### src/rtl/or_sticky_n.sv
// or_sticky_n: registered N-input OR with a per-input mask and per-input
// sticky capture flags (write-1-to-clear). It also produces a one-cycle pulse
// when the OR result rises, and counts those pulses in a saturating counter.
//
// Optional feature: define OR_SYNC_EN to pass every A bit through a 2-flop
// synchroniser before masking. A->Z0/S latency is then 3 CK instead of 1.
// M, CLR and CNT_CLR are always sampled directly.
module or_sticky_n #(
  parameter int WIDTH = 8,
  parameter int CNT_W = 8
) (
  input  logic             CK,
  input  logic             RN,
  input  logic [WIDTH-1:0] A,
  input  logic [WIDTH-1:0] M,
  input  logic [WIDTH-1:0] CLR,
  input  logic             CNT_CLR,
  output logic             Z0,
  output logic             ZR,
  output logic [WIDTH-1:0] S,
  output logic [CNT_W-1:0] CNT
);

  localparam logic [CNT_W-1:0] CNT_MAX = '1;

  logic [WIDTH-1:0] a_in;
  logic [WIDTH-1:0] e;
  logic             any;
  logic             rise;

`ifdef OR_SYNC_EN
  logic [WIDTH-1:0] a_p0;
  logic [WIDTH-1:0] a_p1;

  // Two-flop synchroniser on every A bit; it clears with the rest of the block.
  always_ff @(posedge CK or negedge RN) begin
    if (!RN) begin
      a_p0 <= '0;
      a_p1 <= '0;
    end else begin
      a_p0 <= A;
      a_p1 <= a_p0;
    end
  end

  assign a_in = a_p1;
`else
  assign a_in = A;
`endif

  // Masked inputs take no part in the OR or in the sticky capture.
  assign e    = a_in & ~M;
  assign any  = |e;
  // Z0 holds the previous OR result, so this is a 0->1 transition of the OR.
  assign rise = any & ~Z0;

  // Increment that stops at all-ones instead of wrapping.
  function automatic logic [CNT_W-1:0] sat_inc(input logic [CNT_W-1:0] v);
    if (v == CNT_MAX) return v;
    else              return v + CNT_W'(1);
  endfunction

  // OR result, rising-edge pulse, sticky flags and event counter.
  always_ff @(posedge CK or negedge RN) begin
    if (!RN) begin
      Z0  <= 1'b0;
      ZR  <= 1'b0;
      S   <= '0;
      CNT <= '0;
    end else begin
      Z0 <= any;
      ZR <= rise;
      // Set dominates: a bit that is cleared and set in the same cycle stays set.
      S  <= e | (S & ~CLR);
      // A clear in the same cycle as a rising edge wins, and that edge is not counted.
      if (CNT_CLR)   CNT <= '0;
      else if (rise) CNT <= sat_inc(CNT);
    end
  end

endmodule
### config.mk
export PLATFORM = sky130hd
export DESIGN_NAME = or_sticky_n
export DESIGN_NICKNAME = d
export VERILOG_FILES = /design/src/rtl/or_sticky_n.sv
export SDC_FILE = /design/constraint.sdc
export NUM_CORES = 1
export LEC_CHECK = 0
export CORE_MARGIN = 5
export CORE_UTILIZATION = 42
export CTS_BUF_LIST = sky130_fd_sc_hd__clkbuf_16
export CTS_CLUSTER_SIZE = 40
export DETAILED_ROUTE_END_ITERATION = 6
export PLACE_DENSITY_LB_ADDON = 0.08
export SLEW_MARGIN = 0
export SYNTH_ARGS = -nofsm -noshare
export SYNTH_HDL_FRONTEND = slang
export SYNTH_SLANG_ARGS = --single-unit
### constraint.sdc
create_clock -name CK -period 2.9 [get_ports CK]
set_clock_uncertainty 0.05 [all_clocks]
set_input_delay 0.58 -clock CK [delete_from_list [all_inputs] [get_ports CK]]
set_output_delay 0.58 -clock CK [all_outputs]
set_load 0.01 [all_outputs]
==> summary.txt, run 1 <==
STA
  – Setup tns final: 0 ns
  – Final hold vios: 0
  – Worst-Margin Slew: 0.778 ns
  – Worst hold margin: 0.488 ns
  – Worst slew margin: 0.480
  – F_max: 479 MHz
  – Post-layout min period: 2.09 ns
  – Final count of pins violating max slew: 0
  – Fin crit share: 0.720
  – RSZ-0062 raised after global routing: no
  – Finish-stage setup viols: 0

Clock tree
  – Setup repair bufs after CTS: 0
  – Post-CTS sizing: 0
  – CTS clk-pin slew, worst paths: 0.05 ns
  – Clk sink count: 18
  – Hold bufs inserted after CTS: 0
  – CTS Root Buffer Type: clkbuf_16
  – CTS max path bufs: 2
  – Later-pin clock latency in the skew report: 0.24 ns
  – CTS Buf Count: 3
  – H-tree levels: 1
  – CTS tree: done

Drt
  – Via count: 824
  – Routed WL: 2250 um
  – Drt initial violations: 15
  – DRT antenna net count: 0
  – DRC: 0
  – Vias per Instance: 5.09
  – Pre-antenna DRT Iters: 4
  – Wire per inst: 13.9 um

Power and ir drop
  – Worst vdd ir: 293 uV
  – Power per Cell Area: 444 nW/um^2
  – Pleak: 0.593 nW

Floorplanning
  – Core outline area: 2000 um^2
  – Row count: 16
  – Initial Util: 0.452
  – Die H: 56.4 um
  – Ports: 45
  – Die Area: 3180 um^2
  – Chip width: 56.4 um

Placement
  – Port Buffers: 44
  – Placed cells: 159
  – Dpl hpwl: 1790 um
  – GP Congestion: 0.812

Global route
  – GR Util All Layers: 0.147
  – Largest net degree at the start of global routing: 19
  – Vias in the first global route: 818
  – First-pass GRT wire length: 3700 um
  – Antenna violations before repair: 0
  – GRT overflow: 0

Critical path
  – Slowest stage delay, CP: 0.62 ns
  – Kind of critical path: flop to primary output
  – Crit path cell chain: clkdlybuf4s50_1
  – Top cell family by delay on the critical path: buffers and inverters
  – CP required: 2.27 ns
  – Max FO, Critical Path: 13
  – Crit path arrival time: 1.46 ns
  – Setup crit start kind: flop
  – CP max-delay cell: clkdlybuf4s50_1
  – Setup crit end kind: primary output
  – Number of buffers and inverters on the critical path: 1

Run status
  – Status: complete, no violations

Cells and area
  – Post-layout instance count excluding filler cells: 162
  – Area growth, synth to finish: 58.6%
  – Layout cell share with drive strength beyond 1: 0.0741
  – Nets: 165
  – ANT cells: 0

Synthesis
  – Netlist cell types: 28
  – FF+latch count, synth: 18
  – Synth area leaders: dfrtp_1 50%, nand2b_1 6.2%, o21ai_0 5.5%, inv_1 4.6%, and3_4 3.7%
  – Synth Warn #: 0
  – Synth Area in XOR/XNOR: 0
  – Simple-gate share of the synthesized area: 0.270
  – Avg Inst Size Synth: 9.94 um^2
  – Register area share after synthesis: 0.498
  – Synth Area in Compound Gates: 0.105
  – Largest family of logic cells by synthesized area: simple AND/OR/NAND/NOR gates
  – Synth Net Count: 119
  – Post-Synthesis Cell Area: 905 um^2
  – Mapped Cells: 91
  – Adder-Cell Fraction of Synth Area: 0.0138
  – Post-synth top area share: 0.498
  – Area leader, netlist: dfrtp_1
  – Mux share of post-synthesis cell area: 0.0470

Worst hold path
  – Hold Crit Class: flop to flop

Run
  – Total of max-cap violations: 0
layout by cell type, fill, tap and decap left out:
cell type,count
o221a_2,1
a211oi_1,1
mux2_1,1
nor4b_2,1
inv_1,11
mux2_2,1
nor3_1,4
a21oi_1,2
or4_1,1
nor2b_1,2
nor4_1,1
o31ai_1,1
dfrtp_1,18
nand3_1,4
and3_4,3
nor2_1,5
o41ai_1,1
o21ai_0,10
nand2b_1,9
clkbuf_16,3
nand4_1,2
nor4bb_1,2
nor2_2,1
nand3b_1,1
ha_1,1
clkdlybuf4s50_1,44
nand2_1,2
mux2i_1,2
cell type report:
type	instances	area (um^2)
clock buffers	3	75.1
inverters	11	41.3
repair buffers	44	440
multi-input cells	59	394
fillers	155	567
well taps	27	33.8
flip-flops and latches	18	450
routing by layer:
layer	global-route usage	part of all wire
met5	0	0
met1	0.186	0.42
met2	0.235	0.50
met4	0.0610	0.012
met3	0.0413	0.070
cell usage after synthesis:
cell	count
o21ai_0	10
buf_6	1
a211oi_1	1
inv_1	11
or4_1	1
o41ai_1	1
o31ai_1	1
nand2_1	2
nor4bb_1	2
mux2i_1	2
nor3_1	4
nor4b_2	1
nand4_1	2
nor2_2	1
nor4_1	1
dfrtp_1	18
nand3b_1	1
mux2_2	1
o221a_2	1
nand3_1	4
and3_4	3
nand2b_1	9
nor2_1	5
a21oi_1	2
mux2_1	1
ha_1	1
nor2b_1	2
clkbuf_1	2
kinds of logic after synthesis:
| family | Yosys count |
|---|---|
| AOI/OAI and AO/OA | 16 |
| and+or+nand+nor | 38 |
| adders and majority gates | 1 |
| muxes | 4 |
| DFF | 18 |
| buffers and inverters | 14 |
registers in the layout, indices dropped and copies added, names as in the netlist:
name and count:
CNT 8, S 8, Z0 1, ZR 1
where the power goes:
part / internal, mW / total (mW) / switching (mW) / leakage, nW
logic: 0.0613 / 0.0975 / 0.0363 / 0.325
clock network: 0.181 / 0.266 / 0.0851 / 0.0370
registers: 0.264 / 0.274 / 0.00994 / 0.232
total: 0.507 / 0.638 / 0.131 / 0.593
through the flow:
step                instance area, um^2   util  setup WS [ns]  power [mW]
finish                             1440  0.717          0.812       0.638
global route                       1440  0.717          0.686       0.662
CTS                                1440  0.717          0.810       0.645
detailed placement                 1360  0.679          0.584       0.376
global placement                   1360  0.679          0.631       0.374
floorplan                           905      -           1.07       0.306
path summary, 6_finish.rpt:
path	from	end	slack (ns)	cells after the start
worst max-delay path	Z0$_DFF_PN0_	Z0	0.81	1
worst min-delay path	S[4]$_DFF_PN0_	S[4]$_DFF_PN0_	0.49	2
worst max register to register	CNT[0]$_DFFE_PN0P_	CNT[2]$_DFFE_PN0P_	1.06	5
worst min register to register	S[4]$_DFF_PN0_	S[4]$_DFF_PN0_	0.49	2
max in group asynchronous	RN	CNT[1]$_DFFE_PN0P_	1.57	1
min in group asynchronous	RN	S[1]$_DFF_PN0_	0.74	1
No activity file was read; power rests on OpenSTA's default activity.
==> inputs of run 2 (changes only) <==
Settings changed: CORE_UTILIZATION 42 to 39.
Clock period 2.9 ns to 2.2 ns, I/O delays scaled along.
==> summary.txt, run 2 (synthesis results as in run 1) <==
Floorplanning
  – Die H: 58.2 um (+3.1%)
  – Ports: 45 (unchanged)
  – Die Area: 3380 um^2 (+6.3%)
  – Chip width: 58.2 um (+3.1%)
  – Initial Util: 0.409 (-0.0429)
  – Row count: 17 (+1)
  – Core outline area: 2210 um^2 (+10%)

Power and ir drop
  – Power per Cell Area: 586 nW/um^2 (+32%)
  – Pleak: 0.598 nW (+0.81%)
  – Total Power: 0.845 mW (+33%)
  – Worst vdd ir: 317 uV (+8.5%)

Run status
  – Status: complete, no violations

STA
  – Final count of pins violating max slew: 0 (unchanged)
  – F_max: 513 MHz
  – Fin crit share: 0.885
  – Setup tns final: 0 ns (unchanged)
  – Worst slew margin: 0.720 (+0.241)
  – Worst-Margin Slew: 0.419 ns (-0.359 ns)
  – Final hold vios: 0 (unchanged)
  – RSZ-0062 raised after global routing: no
  – Post-layout min period: 1.95 ns
  – Finish-stage setup viols: 0 (unchanged)

Clock tree
  – Setup repair bufs after CTS: 0 (unchanged)
  – H-tree levels: 1 (unchanged)
  – Clk sink count: 18 (unchanged)
  – CTS clk-pin slew, worst paths: 0.05 ns (about the same)
  – CTS Buf Count: 3 (unchanged)
  – CTS max path bufs: 2 (unchanged)
  – CTS tree: done
  – Hold bufs inserted after CTS: 0 (unchanged)
  – CTS Root Buffer Type: clkbuf_16
  – Later-pin clock latency in the skew report: 0.24 ns (about the same)
  – Post-CTS sizing: 0 (unchanged)

Drt
  – Via count: 846 (+2.7%)
  – DRC: 0 (unchanged)
  – Wire per inst: 15.0 um (+8.2%)
  – Drt initial violations: 19 (+4)
  – Routed WL: 2460 um (+9.6%)
  – DRT antenna net count: 0 (unchanged)
  – Vias per Instance: 5.16 (+1.4%)
  – Pre-antenna DRT Iters: 4 (unchanged)

Cells and area
  – Area growth, synth to finish: 59.6%
  – Filler instances: 195 (+26%)
  – Fin util: 0.653 (-0.0642)
  – Most common cell after layout, fill and taps aside: clkdlybuf4s50_1
  – Post-layout instance count excluding filler cells: 164 (+1.2%)
  – ANT cells: 0 (unchanged)
  – Biggest regs: CNT (8), S (8)
  – Post-layout instance area: 1440 um^2 (+0.61%)
  – Register Area: 450 um^2 (unchanged)
  – Commonest cells after routing, fill and taps aside: 44 x clkdlybuf4s50_1, 18 x dfrtp_1, 11 x inv_1
  – Nets: 166 (+0.61%)
  – Multi-input logic area: 394 um^2 (unchanged)
  – Layout cell share with drive strength beyond 1: 0.0809 (+0.00681)

Critical path
  – Setup crit end kind: primary output
  – R2R cell count: 5 (unchanged)
  – CP max-delay cell: clkdlybuf4s50_1
  – Reg2reg setup slack: 0.33 ns (-0.73 ns)
  – Crit path cell chain: clkdlybuf4s50_1
  – R2r endpoint: CNT[3]$_DFFE_PN0P_
  – Reg2reg start: CNT[0]$_DFFE_PN0P_
  – Top cell family by delay on the critical path: buffers and inverters
  – Slowest stage delay, CP: 0.62 ns (about the same)
  – Max FO, Critical Path: 13 (unchanged)
  – CP required: 1.71 ns (-0.56 ns)
  – Setup crit start kind: flop
  – Kind of critical path: flop to primary output
  – Number of buffers and inverters on the critical path: 1 (unchanged)
  – Crit path arrival time: 1.46 ns (about the same)

Run
  – Total of max-cap violations: 0 (unchanged)

Placement
  – Port Buffers: 44 (unchanged)
  – Dpl hpwl: 1800 um (+0.81%)
  – GP Congestion: 0.834 (+2.7%)
  – Placed cells: 161 (+1.3%)
  – Cell area after placement: 1370 um^2 (+0.64%)

Global route
  – GR Util All Layers: 0.150 (+0.00285)
  – GRT overflow: 0 (unchanged)
  – First-pass GRT wire length: 3880 um (+4.8%)
  – Vias in the first global route: 873 (+6.7%)
  – Largest net degree at the start of global routing: 19 (unchanged)
  – Antenna violations before repair: 0 (unchanged)

Worst hold path
  – Hold Crit Class: primary input to asynchronous set/reset pin
## run 2: cell count changes in the layout (fill, tap and decap cells not counted)
cell / previous run / this run
buf_4: 0 / 1
## run 2: routing by layer
layer	global-route usage	part of all wire	vias up
li1	-	-	406
met1	0.179	0.40	402
met2	0.260	0.50	36
met3	0.0445	0.081	2
met4	0.0430	0.011	0
met5	0	0	-
## run 2: cell type report
class	count	area share
tap	28	0.0243
sequential	18	0.312
timing repair buffer	45	0.310
clock buffer	3	0.0520
multi-input combinational	59	0.273
inverter	11	0.0286
## run 2: worst max path at each step
| stage | from | end | slack (ns) | depth (start not counted) |
|---|---|---|---|---|
| 2_1_floorplan | CNT[0]$_DFFE_PN0P_ | CNT[2]$_DFFE_PN0P_ | 0.37 | 6 |
| 3_3_place_gp | M[5] | CNT[2]$_DFFE_PN0P_ | 0.07 | 6 |
| 3_5_place_dp | M[5] | CNT[2]$_DFFE_PN0P_ | 0.03 | 6 |
| 4_1_cts | M[0] | CNT[3]$_DFFE_PN0P_ | 0.25 | 6 |
| 5_1_grt | M[0] | CNT[3]$_DFFE_PN0P_ | 0.15 | 6 |
| 6_report | Z0$_DFF_PN0_ | Z0 | 0.25 | 1 |
## run 2: stage by stage
stage	hold slack, ns	setup slack (ns)
2_1_floorplan	0.0944	0.370
3_3_place_gp	0.471	0.0673
3_5_place_dp	0.478	0.0337
4_1_cts	0.490	0.252
5_1_grt	0.506	0.152
6_report	0.483	0.252
## run 2: where the power goes
group | internal, mW | total (mW) | switching (mW) | leakage (nW)
Clock | 0.239 | 0.353 | 0.114 | 0.0370
Combinational | 0.0820 | 0.131 | 0.0492 | 0.330
Sequential | 0.348 | 0.361 | 0.0131 | 0.232
Total | 0.669 | 0.845 | 0.177 | 0.598
## run 2: worst register-to-register path, delay by kind of cell, from the launching register on
family	cells	cell delay [ns]
multiplexers	1	0.38
adder cells (fa/ha/maj)	1	0.24
flip-flops	1	0.42
AND/OR/NAND/NOR	3	0.66
